**config.mk**
```make
export PLATFORM = sky130hd
export DESIGN_NAME = lock_controller
export DESIGN_NICKNAME = d
export VERILOG_FILES = /design/src/rtl/lock_pkg.sv /design/src/rtl/lock_timer.sv /design/src/rtl/lock_controller.sv
export SDC_FILE = /design/constraint.sdc
export NUM_CORES = 1
export LEC_CHECK = 0
export ABC_AREA = 1
export BUFFER_PORTS_ARGS = -buffer_cell sky130_fd_sc_hd__buf_2
export CAP_MARGIN = 15
export CORE_MARGIN = 1
export CORE_UTILIZATION = 49
export DETAILED_ROUTE_END_ITERATION = 10
export GPL_TIMING_DRIVEN = 0
export PLACE_DENSITY_LB_ADDON = 0.08
export SYNTH_ARGS = -nofsm -noshare
export SYNTH_HDL_FRONTEND = slang
export SYNTH_SLANG_ARGS = --single-unit
```
**constraint.sdc**
```tcl
create_clock -name clk -period 1.8 [get_ports clk]
set_input_delay 0.45 -clock clk [delete_from_list [all_inputs] [get_ports clk]]
set_output_delay 0.45 -clock clk [all_outputs]
set_load 0.05 [all_outputs]
```
**src/rtl/lock_pkg.sv**
```systemverilog
// Shared definitions for the keypad lock controller: state encoding,
// the "enter" nibble marking an unused digit slot, and the strobe blanking
// window that follows an entry timeout.
package lock_pkg;

  typedef enum logic [2:0] {
    LOCKED       = 3'd0,
    UNLOCKED     = 3'd1,
    PROG_CONFIRM = 3'd2,
    LOCKOUT      = 3'd3
  } state_e;

  localparam logic [3:0]  NIBBLE_ENTER = 4'hF;
  localparam int unsigned BLANK_CYCLES = 3;

  // A complete entry has four real digits, i.e. no nibble equals the enter key.
  function automatic logic is_valid_entry(input logic [15:0] code);
    logic ok;
    ok = 1'b1;
    for (int i = 0; i < 4; i++) begin
      if (code[4*i +: 4] == NIBBLE_ENTER) ok = 1'b0;
    end
    return ok;
  endfunction

endpackage

```
**src/rtl/lock_timer.sv**
```systemverilog
// Cycle counter with registered expiry flag.
// Ports: clk, reset (sync, active high), start_i (clear and run; wins over
// stop_i), stop_i (clear and halt), expire_o (high in the cycle the count
// equals N-1; the timer halts on the following edge).
module lock_timer #(
  parameter int unsigned N = 2
) (
  input  logic clk,
  input  logic reset,
  input  logic start_i,
  input  logic stop_i,
  output logic expire_o
);

  localparam int unsigned W = (N > 1) ? $clog2(N) : 1;
  localparam logic [W-1:0] LAST = W'(N - 1);

  logic [W-1:0] cnt_q, cnt_d;
  logic         run_q, run_d;
  logic         exp_q, exp_d;

  // Next count; the expiry flag is precomputed so it lines up with cnt == N-1.
  always_comb begin
    cnt_d = cnt_q;
    run_d = run_q;
    if (start_i) begin
      cnt_d = '0;
      run_d = 1'b1;
    end else if (stop_i || exp_q) begin
      cnt_d = '0;
      run_d = 1'b0;
    end else if (run_q) begin
      cnt_d = cnt_q + W'(1);
    end
    exp_d = run_d && (cnt_d == LAST);
  end

  always_ff @(posedge clk) begin
    if (reset) begin
      cnt_q <= '0;
      run_q <= 1'b0;
      exp_q <= 1'b0;
    end else begin
      cnt_q <= cnt_d;
      run_q <= run_d;
      exp_q <= exp_d;
    end
  end

  assign expire_o = exp_q;

endmodule

```
**src/rtl/lock_controller.sv**
```systemverilog
// Keypad lock sequencer: checks completed code entries, drives unlock /
// alarm / program-mode outputs, re-programs the code with confirmation and
// owns the entry-timeout timer.
// Ports: clk, reset (sync, active high); key_pressed_i, new_seq_i,
// sequence_i[15:0], prog_req_i in; times_up_o, unlocked_o, alarm_o,
// prog_mode_o, fail_count_o[1:0], state_dbg_o[2:0] out (all registered).
module lock_controller
  import lock_pkg::*;
#(
  parameter logic [15:0] DEFAULT_CODE   = 16'h1234,
  parameter int unsigned MAX_TRIES      = 3,
  parameter int unsigned ENTRY_TIMEOUT  = 50_000_000,
  parameter int unsigned UNLOCK_CYCLES  = 250_000_000,
  parameter int unsigned LOCKOUT_CYCLES = 500_000_000
) (
  input  logic        clk,
  input  logic        reset,
  input  logic        key_pressed_i,
  input  logic        new_seq_i,
  input  logic [15:0] sequence_i,
  input  logic        prog_req_i,
  output logic        times_up_o,
  output logic        unlocked_o,
  output logic        alarm_o,
  output logic        prog_mode_o,
  output logic [1:0]  fail_count_o,
  output logic [2:0]  state_dbg_o
);

  localparam int unsigned BLANK_W = $clog2(BLANK_CYCLES + 1);

  state_e             state_q, state_d;
  logic [15:0]        code_q, code_d;
  logic [15:0]        cand_q, cand_d;
  logic [1:0]         fail_q, fail_d;
  logic [1:0]         fail_inc;
  logic [BLANK_W-1:0] blank_q, blank_d;
  logic               new_seq_q;
  logic               times_up_q, times_up_d;
  logic               unlocked_q, unlocked_d;
  logic               alarm_q, alarm_d;
  logic               prog_q, prog_d;

  logic rise_c, blank_c, strobe_c, entry_to_c;
  logic entry_exp, unlock_exp, lockout_exp;

  // Accepted strobe: rising new_seq outside the post-timeout window and lockout.
  assign rise_c   = new_seq_i & ~new_seq_q;
  assign blank_c  = times_up_q | (blank_q != '0);
  assign strobe_c = rise_c & ~blank_c & (state_q != LOCKOUT);

  // A key press in the expiry cycle restarts the entry and suppresses the pulse.
  assign entry_to_c = entry_exp & ~key_pressed_i & ~strobe_c & (state_q != LOCKOUT);
  assign fail_inc   = fail_q + 2'd1;

  lock_timer #(.N(ENTRY_TIMEOUT)) u_entry_timer (
    .clk      (clk),
    .reset    (reset),
    .start_i  (key_pressed_i & (state_q != LOCKOUT)),
    .stop_i   (strobe_c | (state_q == LOCKOUT)),
    .expire_o (entry_exp)
  );

  lock_timer #(.N(UNLOCK_CYCLES)) u_unlock_timer (
    .clk      (clk),
    .reset    (reset),
    .start_i  ((state_q == LOCKED) & (state_d == UNLOCKED)),
    .stop_i   (state_q != UNLOCKED),
    .expire_o (unlock_exp)
  );

  lock_timer #(.N(LOCKOUT_CYCLES)) u_lockout_timer (
    .clk      (clk),
    .reset    (reset),
    .start_i  ((state_q != LOCKOUT) & (state_d == LOCKOUT)),
    .stop_i   (state_q != LOCKOUT),
    .expire_o (lockout_exp)
  );

  // Next state, code storage and registered output decode.
  always_comb begin
    state_d    = state_q;
    code_d     = code_q;
    cand_d     = cand_q;
    fail_d     = fail_q;
    times_up_d = entry_to_c;
    blank_d    = blank_q;
    if (times_up_q) begin
      blank_d = BLANK_W'(BLANK_CYCLES);
    end else if (blank_q != '0) begin
      blank_d = blank_q - BLANK_W'(1);
    end

    unique case (state_q)
      LOCKED: begin
        if (strobe_c) begin
          if (sequence_i == code_q) begin
            state_d = UNLOCKED;
            fail_d  = 2'd0;
          end else begin
            fail_d = fail_inc;
            if (fail_inc == 2'(MAX_TRIES)) state_d = LOCKOUT;
          end
        end
      end
      UNLOCKED: begin
        // A strobe takes priority over the unlock expiry.
        if (strobe_c) begin
          if (prog_req_i && is_valid_entry(sequence_i)) begin
            cand_d  = sequence_i;
            state_d = PROG_CONFIRM;
          end else begin
            state_d = LOCKED;
          end
        end else if (unlock_exp) begin
          state_d = LOCKED;
        end
      end
      PROG_CONFIRM: begin
        if (strobe_c) begin
          if (sequence_i == cand_q) code_d = cand_q;
          state_d = LOCKED;
        end else if (entry_to_c) begin
          state_d = LOCKED;
        end
      end
      LOCKOUT: begin
        if (lockout_exp) begin
          state_d = LOCKED;
          fail_d  = 2'd0;
        end
      end
      default: state_d = LOCKED;
    endcase

    unlocked_d = (state_d == UNLOCKED) || (state_d == PROG_CONFIRM);
    alarm_d    = (state_d == LOCKOUT);
    prog_d     = (state_d == PROG_CONFIRM);
  end

  always_ff @(posedge clk) begin
    if (reset) begin
      state_q    <= LOCKED;
      code_q     <= DEFAULT_CODE;
      cand_q     <= '0;
      fail_q     <= '0;
      blank_q    <= '0;
      new_seq_q  <= 1'b0;
      times_up_q <= 1'b0;
      unlocked_q <= 1'b0;
      alarm_q    <= 1'b0;
      prog_q     <= 1'b0;
    end else begin
      state_q    <= state_d;
      code_q     <= code_d;
      cand_q     <= cand_d;
      fail_q     <= fail_d;
      blank_q    <= blank_d;
      new_seq_q  <= new_seq_i;
      times_up_q <= times_up_d;
      unlocked_q <= unlocked_d;
      alarm_q    <= alarm_d;
      prog_q     <= prog_d;
    end
  end

  assign times_up_o   = times_up_q;
  assign unlocked_o   = unlocked_q;
  assign alarm_o      = alarm_q;
  assign prog_mode_o  = prog_q;
  assign fail_count_o = fail_q;
  assign state_dbg_o  = state_q;

endmodule
```
## Yosys cells after proc, flatten, opt, wreduce, memory -nomap -nowiden

Cells that the tools add are included.

| word-level totals | value |
|---|---|
| flip-flop bits (word level) | 133 |
| bits in latches | 0 |
| RAM bits | 0 |
| memory bits (read-only) | 0 |
| output and inout port bits | 9 |
| logic and storage cells | 111 |
| memories kept | 0 |

| cells by class | value |
|---|---|
| $add $sub $neg | 5 |
| multiply operators | 0 |
| divide/modulo/power cells | 0 |
| order comparisons | 0 |
| equal/unequal tests | 20 |
| shifts and indexed selects | 0 |
| mux-type cells | 37 |
| bitwise logic cells | 15 |
| reduce and logical (&&, ||, !) cells | 15 |

Operators with widths:

| operator | count |
|---|---|
| 2-to-1 mux 29 bit | 3 |
| 2-to-1 mux 28 bit | 3 |
| 2-to-1 mux 26 bit | 3 |
| equality test 16 bit | 2 |
| adder 29 x 1 -> 29 bit, second input constant | 1 |
| equality test 29 bit, second input constant | 1 |
| adder 28 x 1 -> 28 bit, second input constant | 1 |
| equality test 28 bit, second input constant | 1 |
| adder 26 x 1 -> 26 bit, second input constant | 1 |
| equality test 26 bit, second input constant | 1 |
| 2-to-1 mux 3 bit | 8 |
| equality test 4 bit, second input constant | 4 |
| equality test 3 x 2 -> 1 bit, second input constant | 4 |
| 2-to-1 mux 1 bit | 12 |
| 2-to-1 mux 2 bit | 6 |
| one-hot mux 3 bit (4 select lines) | 1 |
| bitwise AND 1 bit | 9 |
| AND reduction 3 bit | 3 |
| equality test 3 x 1 -> 1 bit, second input constant | 2 |
| nonzero test 2 bit | 3 |
| logical AND 1 bit | 4 |
| logical OR 1 bit | 4 |
| inverter 1 bit | 4 |
| one-hot mux 2 bit (2 select lines) | 1 |
| 9 further kinds | 10 |

## Logic depth before layout (Yosys ltp)

Gate-level depths: netlist of run 1.

| depth | value |
|---|---|
| depth after elaboration | 16 |
| gate-level depth with buffers | 15 |
| gate-level depth less buffers | 15 |

## Hierarchy

A second synthesis of run 1 with hierarchy kept.

| unflattened totals | value |
|---|---|
| cell total of the unflattened synthesis | 1268 |
| area total of the unflattened synthesis | 7865.0 um2 |

Modules (own cells, without submodules):

| module | instances | cells an instance | area each (um2) | sequential area each (um2) |
|---|---|---|---|---|
| lock_controller | 1 | 354 | 2274.7 | 880.8 |
| lock_timer at u_lockout_timer | 1 | 316 | 1943.1 | 620.6 |
| lock_timer at u_unlock_timer | 1 | 310 | 1868.0 | 600.6 |
| lock_timer at u_entry_timer | 1 | 288 | 1779.2 | 560.5 |

## Worst setup path after synthesis of run 1

No wires, ideal clock.

| path | value |
|---|---|
| path kind | register to register |
| from | register state_q[0] (netlist: state_dbg_o[0]) |
| to | register u_lockout_timer.exp_q (netlist: u_lockout_timer.expire_o) |
| library setup time | 0.064 ns |
| arrival time | 1.948 ns |
| data required time | 1.736 ns |
| setup slack | -0.212 ns |
| cell stages (with the launch flop) | 12 |
| clock period less this slack | 2.012 ns |
| cell sequence | dfxtp_1 nand3_2 nor2_2 buf_4 nand2_1 nor2_1 nand3_1 nor2_1 nand3_1 nor3_1 nand4_1 nor2_1 |

| on the way | value |
|---|---|
| cells in the longest elaborated chain, start to end | 13 |
| elaborated cells between the ends (all ways) | 27 |
| those cells by class | 6 x eq/ne; 13 x mux; 5 x bitwise; 3 x reduce/logical |

Ends and longest elaborated chain:

| item | line | RTL |
|---|---|---|
| from (decl) | lock_controller.sv:32 | `state_e state_q, state_d;` |
| from (signal assigned) | lock_controller.sv:154 | `state_q <= state_d;` |
| inequality test 3 x 2 -> 1 bit | n/a |  |
| bitwise AND 1 bit | lock_controller.sv:50 | `assign strobe_c = rise_c & ~blank_c & (state_q != LOCKOUT);` |
| inverter 1 bit | lock_controller.sv:53 | `assign entry_to_c = entry_exp & ~key_pressed_i & ~strobe_c & (state_q != LOCKOUT);` |
| bitwise AND 1 bit (2 in a row) | lock_controller.sv:53 |  |
| 2-to-1 mux 3 bit | lock_controller.sv:123 | `end else if (entry_to_c) begin` |
| 2-to-1 mux 3 bit | lock_controller.sv:120 | `if (strobe_c) begin` |
| one-hot mux 3 bit (4 select lines) | lock_controller.sv:94 | `unique case (state_q)` |
| equality test 3 x 2 -> 1 bit | lock_controller.sv:75 | `.start_i ((state_q != LOCKOUT) & (state_d == LOCKOUT)),` |
| bitwise AND 1 bit | lock_controller.sv:75 |  |
| 2-to-1 mux 29 bit | lock_timer.sv:26 | `if (start_i) begin` |
| equality test 29 bit | lock_timer.sv:35 | `exp_d = run_d && (cnt_d == LAST);` |
| logical AND 1 bit * | lock_timer.sv:35 |  |
| to (signal assigned) | lock_timer.sv:46 | `exp_q <= exp_d;` |
| to (decl) | lock_timer.sv:20 | `logic exp_q, exp_d;` |

Every way passes the cells marked *; elsewhere a longest branch is shown, timed or not.
A chain may end at the register's enable or synchronous reset.

## Worst setup path in the final report of run 1

| path | value |
|---|---|
| from | register u_unlock_timer.run_q |
| to | register u_unlock_timer.exp_q (netlist: u_unlock_timer.expire_o) |

| on the way | value |
|---|---|
| cells in the longest elaborated chain, start to end | 5 |
| elaborated cells between the ends (all ways) | 7 |
| those cells by class | 1 x eq/ne; 5 x mux; 1 x reduce/logical |

Ends and longest elaborated chain:

| item | line | RTL |
|---|---|---|
| from (decl) | lock_timer.sv:19 | `logic run_q, run_d;` |
| from (signal assigned) | lock_timer.sv:45 | `run_q <= run_d;` |
| 2-to-1 mux 28 bit | lock_timer.sv:32 | `end else if (run_q) begin` |
| 2-to-1 mux 28 bit | lock_timer.sv:29 | `end else if (stop_i \|\| exp_q) begin` |
| 2-to-1 mux 28 bit | lock_timer.sv:26 |  |
| equality test 28 bit | lock_timer.sv:35 |  |
| logical AND 1 bit * | lock_timer.sv:35 |  |
| to (signal assigned) | lock_timer.sv:46 |  |
| to (decl) | lock_timer.sv:20 |  |

Marks and branches as above.

==> flow_summary.json, run 1 <==
{
  "design_area_sq_mm": 0.009259,
  "clk_latency_ps": 430,
  "status": "finished, violations left",
  "die_h_microns": 122.7,
  "io_pins": 30,
  "worstPathMaxFanout": 6,
  "irDropWorstVdd_uv": 738.9,
  "cts_hold_buf": 0,
  "postSynth.asyncResetShare_pct": 0,
  "cp-start-kind": "register",
  "placed_area_sq_mm": 0.007516,
  "yosysTopAreaCell": "dfxtp_1",
  "timing.setup.tns_ps": -1040,
  "drive_above_1_share_pct": 22.96,
  "seq_area_frac_synth_pct": 37.29,
  "netlist.area_leader.share_pct": 37.29,
  "io_buffers": 28,
  "crit_arrival_ps": 2280,
  "cts_tree": "yes",
  "antenna_left": 0,
  "max_freq_mhz": 521.4,
  "synthToLayoutAreaGrowth_pct": 29.67,
  "wl_per_cell_microns": 14.06,
  "clk_path_buf_depth": 2,
  "setup_violations": 19,
  "cp-end-kind": "register",
  "track_usage_pct": 26.58,
  "dp_hpwl_microns": 13070,
  "grt_pass1_vias": 6711,
  "critPathKind": "reg -> reg",
  "antenna_found_initial": 0,
  "grt-ovfl-total": 0,
  "post-route-period-util_pct": 106.5,
  "viasPerCell": 5.229,
  "core_area_sq_mm": 0.01404,
  "ys.flop_type": "dfxtp_1",
  "critPathRequiredTime_ps": 2160,
  "clkSinkCount": 133,
  "synth_edf_count": 0,
  "hp-class": "in -> reg",
  "leakage_nw": 3.641,
  "postSynthCellCount": 1097,
  "synth.distinct_cells": 35,
  "final_nets": 1215,
  "drt-total-wl_microns": 19430,
  "max_slew_margin_pct": 54.19,
  "syn-cell-area_sq_mm": 0.007141,
  "rows": 43,
  "tightest_slew_ps": 687.1,
  "timing.final.hold_violations": 0,
  "synth_common_cells": "241 x nand2_1, 218 x nor2_1, 138 x inv_1",
  "clk_pin_slew_ps": 50,
  "syn_area_per_cell_sq_um": 6.509,
  "drv_slew": 0,
  "diodes": 0,
  "start_util_pct": 50.85,
  "syn_nets": 1123,
  "ys_seq_elements": 133,
  "die_area_sq_mm": 0.01506,
  "violations": "negative setup slack",
  "cts_made_buffers": 17,
  "power_density_mw_per_mm2": 781.4,
  "setup_ws_ps": -117.9,
  "num_vias": 7226,
  "gp_congestion": 0.9083,
  "grt_pass1_wl_microns": 31240,
  "cap_violations": 0,
  "first_pass_iters": 6,
  "rsz0062_at_grt": "yes",
  "period_minus_slack_ps": 1918,
  "yosysMostFrequentCell": "nand2_1",
  "route.detailed.drc": 0,
  "die_w_microns": 122.7,
  "drtIter0Drc": 513,
  "htreeDepth": 4,
  "cts_root_buf": "clkbuf_16",
  "skew_ps": 7.472,
  "yosys_warnings": 0,
  "grt_max_degree": 17,
  "holdWs_ps": 277.2,
  "ys_top_cells_by_area": "dfxtp_1 37%, nand2_1 13%, nor2_1 11%"
}
## per-layer routing
layer | global-route usage, % | share of wire (%) | vias to the layer above
met5 | 0 | 0 | -
met4 | 7.927 | 1.6 | 0
met3 | 5.669 | 4.7 | 35
met2 | 43.50 | 47 | 166
met1 | 34.93 | 47 | 3305
li1 | - | - | 3720
## cell type report
class,instances,area (sq um)
Inverter,140,536.8
Timing Repair Buffer,73,564.3
Fill cell,1231,4783
Tap cell,180,225.2
Multi-Input combinational cell,802,4461
Clock inverter,12,128.9
Clock buffer,20,466.7
Sequential cell,133,2709
Buffer,22,167.7
## worst paths after layout
check	from	to	slack [ps]	cells after the start
setup / recovery	u_unlock_timer.run_q	u_unlock_timer.expire_o	-120	13
hold / removal	new_seq_i	new_seq_q	280	3
setup reg to reg	u_unlock_timer.run_q	u_unlock_timer.expire_o	-120	13
hold reg to reg	u_unlock_timer.cnt_q[25]	u_unlock_timer.cnt_q[25]	490	2
## where the power goes
part	internal (W)	switching, W	leakage (nW)
sequential	0.00297	0.0000245	1.08
combinational	0.000316	0.000406	2.27
clock	0.00214	0.00137	0.288
## critical path, cell delays in order (launching register included)
cell and delay [ps]:
dfxtp_4 410, inv_4 80, nor3_4 300, buf_6 150
nand2_1 40, nand2_1 60, nand2_1 70, nor2_1 130
nand2_1 90, nor2_1 100, nand3_1 110, nor2_1 120
nand4_1 100, nor2_1 100
## stage by stage
stage               worst slack [ps]  utilization [%]  power (W)  instances
CTS                           -177.0            62.28   0.007174       1370
detailed placement            -566.5            53.52   0.003490       1305
global placement              -564.7            53.52   0.003485       1305
global route                  -260.6            65.94   0.007458       1382
floorplan                      30.39                -   0.003351       1097
finish                        -117.9            65.94   0.007235       1382
## registers in the layout, summed over array words and instances (netlist names), 2 cells and up
name	flops
u_lockout_timer.cnt_q	29
u_unlock_timer.cnt_q	28
blank_q	2
code_q	16
u_entry_timer.cnt_q	26
fail_count_o	2
cand_q	16
state_dbg_o	3
## repair_timing
| item | 4_1_cts | 5_1_grt |
|---|---|---|
| gates cloned | 0 | 2 |
| pin swaps | 37 | 50 |
| buffers inserted | 33 | 12 |
| setup endpoints to repair | 73 | 75 |
| resized for setup | 109 | 128 |
## cell usage in the layout, fill, tap and decap left out, types with 8 or more instances in the layout
cell       instances
nor4_1             8
dfxtp_1          112
buf_4             34
nor2_4            24
nor2_2            19
xor2_1            26
clkbuf_16         19
xnor2_1           17
nor2_1           184
nor3_1            23
o21bai_1          11
nand2_4            8
nand3_2           13
dfxtp_2           13
inv_1            128
nand2_1          218
nand2_2           18
nand4_1           44
buf_2             29
a21oi_1           28
o21ai_0           29
dfxtp_4            8
nand3_1           65
buf_6             12
clkbuf_1           9
## logic make-up (layout without fill, tap and decap cells)
group,Yosys count,in the layout,share of synthesized area (%)
simple gates,651,651,39.78
other cells,1,1,0.05252
compound gates,100,100,7.763
flops,133,133,37.29
buf+inv,162,267,8.726
xor+xnor,45,45,5.520
fa+ha+maj,5,5,0.8761
(Power assumes the default switching activity.)
==> run 2, diff against run 1 <==
Settings changed: SKIP_LAST_GASP from default to 1.
==> run 2 against run 1 <==
  * Critical path depth did not move
  * Critical endpoint unchanged
  * Routed wire length fell by 0.72%
  * Power barely moved
  * Via count fell by 0.48%
  * Critical path type unchanged
  * Clock power barely moved
  * Design area fell by 0.72%
  * Highest routed layer unchanged
  * The flow still finishes with violations (negative setup slack)
==> flow_summary.json, run 2 (synthesized netlist as in run 1, its figures left out) <==
{
  "io_pins": 30,
  "cts_made_buffers": 17,
  "cap_violations": 0,
  "slowest_stage": "dfxtp_4",
  "critPathRequiredTime_ps": 2160,
  "timing.final.hold_violations": 0,
  "power_density_mw_per_mm2": 787.2,
  "leakage_nw": 3.590,
  "holdWs_ps": 278.9,
  "cp-end-kind": "register",
  "max_stage_delay_ps": 370,
  "wl_per_cell_microns": 13.99,
  "grt_pass1_vias": 6718,
  "cts_hold_buf": 0,
  "cp_top_family": "simple AND/OR/NAND/NOR gates",
  "timing.setup.tns_ps": -1053,
  "final_cell_mix": "218 x nand2_1, 186 x nor2_1, 128 x inv_1, 112 x dfxtp_1, 65 x nand3_1",
  "cts_tree": "yes",
  "largest_register": "u_lockout_timer.cnt_q",
  "final_common_cell": "nand2_1",
  "num_vias": 7191,
  "worstReg2RegStart": "u_unlock_timer.cnt_q[0]",
  "max_freq_mhz": 516.0,
  "drtIter0Drc": 500,
  "top_regs": "u_lockout_timer.cnt_q (29), u_unlock_timer.cnt_q (28), u_entry_timer.cnt_q (26)",
  "clk_latency_ps": 430,
  "gp_congestion": 0.9083,
  "die_w_microns": 122.7,
  "dp_hpwl_microns": 13070,
  "final_core_utilization_pct": 65.46,
  "worstPathCellList": "ha_4 > inv_1 > nor2_2 > nand2_2 > nor3_4 > nand3_2 > xor2_2 > inv_1 > nor2_2 > nand2_1 > nor2_2 > nand2_1 > nor2_1",
  "grt-ovfl-total": 0,
  "htreeDepth": 4,
  "rows": 43,
  "critPathKind": "reg -> reg",
  "route.detailed.drc": 0,
  "final_nets": 1212,
  "clkSinkCount": 133,
  "max_slew_margin_pct": 54.42,
  "violations": "negative setup slack",
  "fin_cells": 1379,
  "crit_arrival_ps": 2300,
  "startpoint": "u_unlock_timer.cnt_q[0]",
  "antenna_found_initial": 0,
  "grt_pass1_wl_microns": 31180,
  "die_h_microns": 122.7,
  "worstHoldStart": "new_seq_i",
  "place_inst": 1305,
  "period_minus_slack_ps": 1938,
  "drive_above_1_share_pct": 22.52,
  "skew_ps": 7.709,
  "track_usage_pct": 26.48,
  "cp-start-kind": "register",
  "die_area_sq_mm": 0.01506,
  "setup_ws_ps": -138.1,
  "drt-total-wl_microns": 19290,
  "clk_path_buf_depth": 2,
  "diodes": 0,
  "io_buffers": 28,
  "worst-path-buf-inv": 2,
  "antenna_left": 0,
  "irDropWorstVdd_uv": 744.0,
  "drv_slew": 0,
  "tightest_slew_ps": 683.6,
  "setup_violations": 19,
  "grt_max_degree": 17,
  "crit_top_cell": "nor2_2",
  "cts_root_buf": "clkbuf_16",
  "largest_reg_flops": 29,
  "power_w": 0.007237,
  "viasPerCell": 5.215,
  "synthToLayoutAreaGrowth_pct": 28.74,
  "status": "finished, violations left",
  "post-route-period-util_pct": 107.7,
  "worstPathMaxFanout": 3,
  "clk_pin_slew_ps": 60,
  "first_pass_iters": 5,
  "hp-class": "in -> reg",
  "start_util_pct": 50.85,
  "rsz0062_at_grt": "yes",
  "core_area_sq_mm": 0.01404
}
## run 2: repair_timing
action | 4_1_cts | 5_1_grt
buffers inserted | 33 | 9
pin swaps | 35 | 46
resized for setup | 102 | 123
gates cloned | 0 | 2
endpoints found under the setup margin | 73 | 76
## run 2: worst paths after layout
kind | depth (start not counted) | slack (ps) | end
setup / recovery | 13 | -140 | u_unlock_timer.expire_o
hold reg to reg | 2 | 490 | u_unlock_timer.cnt_q[25]
hold / removal | 3 | 280 | new_seq_q
setup reg to reg | 13 | -140 | u_unlock_timer.expire_o
## run 2: final cells by class
class	count	area, sq um
fillers	1240	4850
repair buffers	70	530.5
clock inverters	12	128.9
plain buffers	22	167.7
flip-flops and latches	133	2706
clock buffers	20	466.7
multi-input cells	802	4433
well taps	180	225.2
inverters	140	534.3
## run 2: routing by layer
layer | wire (microns) | part of all wire, % | global-route usage (%)
met4 | 274 | 1.4 | 8.155
met2 | 9041 | 47 | 43.26
met1 | 9034 | 47 | 34.78
met5 | 0 | 0 | 0
met3 | 938 | 4.9 | 5.669
## run 2: worst register-to-register path: stages, from the launching register on
cell	delay [ps]
dfxtp_4	370
ha_4	150
inv_1	50
nor2_2	110
nand2_2	120
nor3_4	260
nand3_2	140
xor2_2	200
inv_1	70
nor2_2	90
nand2_1	70
nor2_2	130
nand2_1	60
nor2_1	70
## run 2: power by group
part | total, W | internal [W] | switching, W | leakage (nW)
clock | 0.00352 | 0.00214 | 0.00137 | 0.288
combinational | 0.000719 | 0.000316 | 0.000403 | 2.22
sequential | 0.00300 | 0.00298 | 0.0000252 | 1.08
## run 2: metrics by stage
stage | cell area, sq um | setup slack, ps
after global routing | 9193 | -272.0
final | 9193 | -138.1
after floorplan | 7151 | 30.39
after global placement | 7516 | -564.7
after CTS | 8722 | -212.8
after detailed placement | 7516 | -566.5
==> run 3, diff against run 2 <==
Settings changed: BUFFER_PORTS_ARGS -buffer_cell sky130_fd_sc_hd__buf_2 to default, DONT_BUFFER_PORTS from default to 1.
==> run 3 against run 2 <==
  * Setup slack got worse by 58 ps
  * Utilization fell by 1.6 points
  * Design area fell by 2.5%
  * Power fell by 1.5%
  * Worst hold slack got worse by 100 ps
  * Cell count fell by 1.7%
  * The run still ends with negative setup slack left
  * Sequential cell count did not move
  * Sequential power rose by 1%
  * Register-to-register slack got worse by 60 ps
  * Routed wire length fell by 2.9%
==> flow_summary.json, run 3 (synthesized netlist as in run 1, its figures left out) <==
{
  "io_buffers": 0,
  "clk_pin_slew_ps": 60,
  "die_w_microns": 122.7,
  "grt-ovfl-total": 0,
  "cts_made_buffers": 17,
  "rsz0062_at_grt": "yes",
  "drtIter0Drc": 432,
  "largest_register": "u_lockout_timer.cnt_q",
  "pwr-share-seq_pct": 42.6,
  "drv_slew": 0,
  "cp-start-kind": "register",
  "skew_ps": 8.421,
  "first_pass_iters": 5,
  "route.detailed.drc": 0,
  "num_vias": 7058,
  "max_slew_margin_pct": 53.58,
  "period_minus_slack_ps": 1996,
  "clk_path_buf_depth": 2,
  "drive_above_1_share_pct": 19.40,
  "leakage_nw": 3.533,
  "timing.final.hold_violations": 0,
  "max_stage_delay_ps": 490,
  "cts_tree": "yes",
  "fill_cells": 1243,
  "clkPwrFrac_pct": 49.1,
  "io_pins": 30,
  "setup_ws_ps": -196.2,
  "cap_violations": 0,
  "power_density_mw_per_mm2": 794.7,
  "final_cell_mix": "226 x nand2_1, 184 x nor2_1, 127 x inv_1, 108 x dfxtp_1, 69 x nand3_1",
  "cp-end-kind": "register",
  "violations": "negative setup slack",
  "crit_arrival_ps": 2350,
  "netSwitchingFraction_pct": 24.69,
  "hp-class": "in -> reg",
  "critPathRequiredTime_ps": 2150,
  "irDropWorstVdd_uv": 740.7,
  "clkSinkCount": 133,
  "p_int_w": 0.005367,
  "synthToLayoutAreaGrowth_pct": 25.58,
  "top_regs": "u_lockout_timer.cnt_q (29), u_unlock_timer.cnt_q (28), u_entry_timer.cnt_q (26)",
  "status": "finished, violations left",
  "slowest_stage": "dfxtp_4",
  "post-route-period-util_pct": 110.9,
  "viasPerCell": 5.209,
  "dp_hpwl_microns": 12920,
  "grt_pass1_vias": 6717,
  "place_ws_ps": -540.5,
  "critPathKind": "reg -> reg",
  "htreeDepth": 4,
  "gp_congestion": 0.8799,
  "tightest_slew_ps": 696.3,
  "cts_root_buf": "clkbuf_16",
  "setup_violations": 18,
  "grt_max_degree": 17,
  "combPwrFrac_pct": 8.3,
  "holdWs_ps": 179.1,
  "max_freq_mhz": 500.9,
  "rows": 43,
  "start_util_pct": 50.85,
  "clk_latency_ps": 420,
  "final_nets": 1188,
  "worstPathMaxFanout": 7,
  "final_common_cell": "nand2_1",
  "switchingPower_w": 0.001760,
  "antenna_left": 0,
  "die_h_microns": 122.7,
  "grt_pass1_wl_microns": 30340,
  "worstPathCellList": "nand3_4 > nor2_4 > buf_8 > nand2_1 > nor2_4 > nand3_2 > nor2_2 > nand3_2 > nor3_2 > nand4_1 > nor2_1",
  "track_usage_pct": 25.59,
  "wl_per_cell_microns": 13.82,
  "drt-total-wl_microns": 18720,
  "core_area_sq_mm": 0.01404,
  "diodes": 0,
  "antenna_found_initial": 0,
  "die_area_sq_mm": 0.01506,
  "cts_hold_buf": 0,
  "largest_reg_flops": 29
}
==> run 3: critical path: cells and delay by family (launching register included) <==
family        cells  cell delay [ps]
buf+inv           1              120
flops             1              490
simple gates     10             1310
==> run 3: worst paths after layout <==
check | cells past startpoint | start | slack [ps] | to
worst max register to register | 11 | state_dbg_o[0] | -200 | u_lockout_timer.expire_o
worst min register to register | 2 | code_q[5] | 480 | code_q[5]
worst max-delay path | 11 | state_dbg_o[0] | -200 | u_lockout_timer.expire_o
worst min-delay path | 2 | new_seq_i | 180 | new_seq_q
==> run 3: metrics by stage <==
step	total power, W	area, sq um	setup TNS (ps)	std cells	util (%)
6_report	0.007127	8967	-762.3	1355	63.86
4_1_cts	0.007106	8514	-660.3	1337	60.63
3_3_place_gp	0.003433	7376	-25500	1277	52.53
2_1_floorplan	0.003351	7151	0	1097	-
3_5_place_dp	0.003436	7376	-25340	1277	52.53
5_1_grt	0.007377	8967	-3843	1355	63.86
==> run 3: repair_timing <==
| action | CTS | global route |
|---|---|---|
| setup endpoints to repair | 79 | 80 |
| resized for setup | 101 | 99 |
| setup buffers | 28 | 21 |
| cloned | 0 | 1 |
| pin swaps | 35 | 42 |
==> run 3: cell type report <==
cell class	instances	area [sq um]	share of cell area (%)
clock inverters	14	150.1	1.674
inverters	140	539.3	6.014
repair buffers	45	349.1	3.893
flip-flops and latches	133	2716	30.29
multi-input cells	803	4397	49.03
plain buffers	22	140.1	1.563
well taps	180	225.2	2.512
clock buffers	18	450.4	5.023
==> run 3: metal layers <==
| metal | vias to the layer above | global-route usage, % | share of wire [%] | wire [microns] |
|---|---|---|---|---|
| li1 | 3661 | - | - | - |
| met1 | 3228 | 32.99 | 48 | 8897 |
| met4 | 0 | 9.680 | 2.4 | 447 |
| met2 | 131 | 41.64 | 46 | 8568 |
| met3 | 38 | 5.576 | 4.3 | 807 |
| met5 | - | 0 | 0 | 0 |
==> run 3: power groups by stage <==
stage / registers (W) / logic, W / clock network [W]
after floorplan: 0.00309 / 0.000258 / 0
after global placement: 0.00310 / 0.000333 / 0
after detailed placement: 0.00310 / 0.000334 / 0
after CTS: 0.00304 / 0.000503 / 0.00357
after global routing: 0.00304 / 0.000657 / 0.00368
final: 0.00304 / 0.000592 / 0.00350
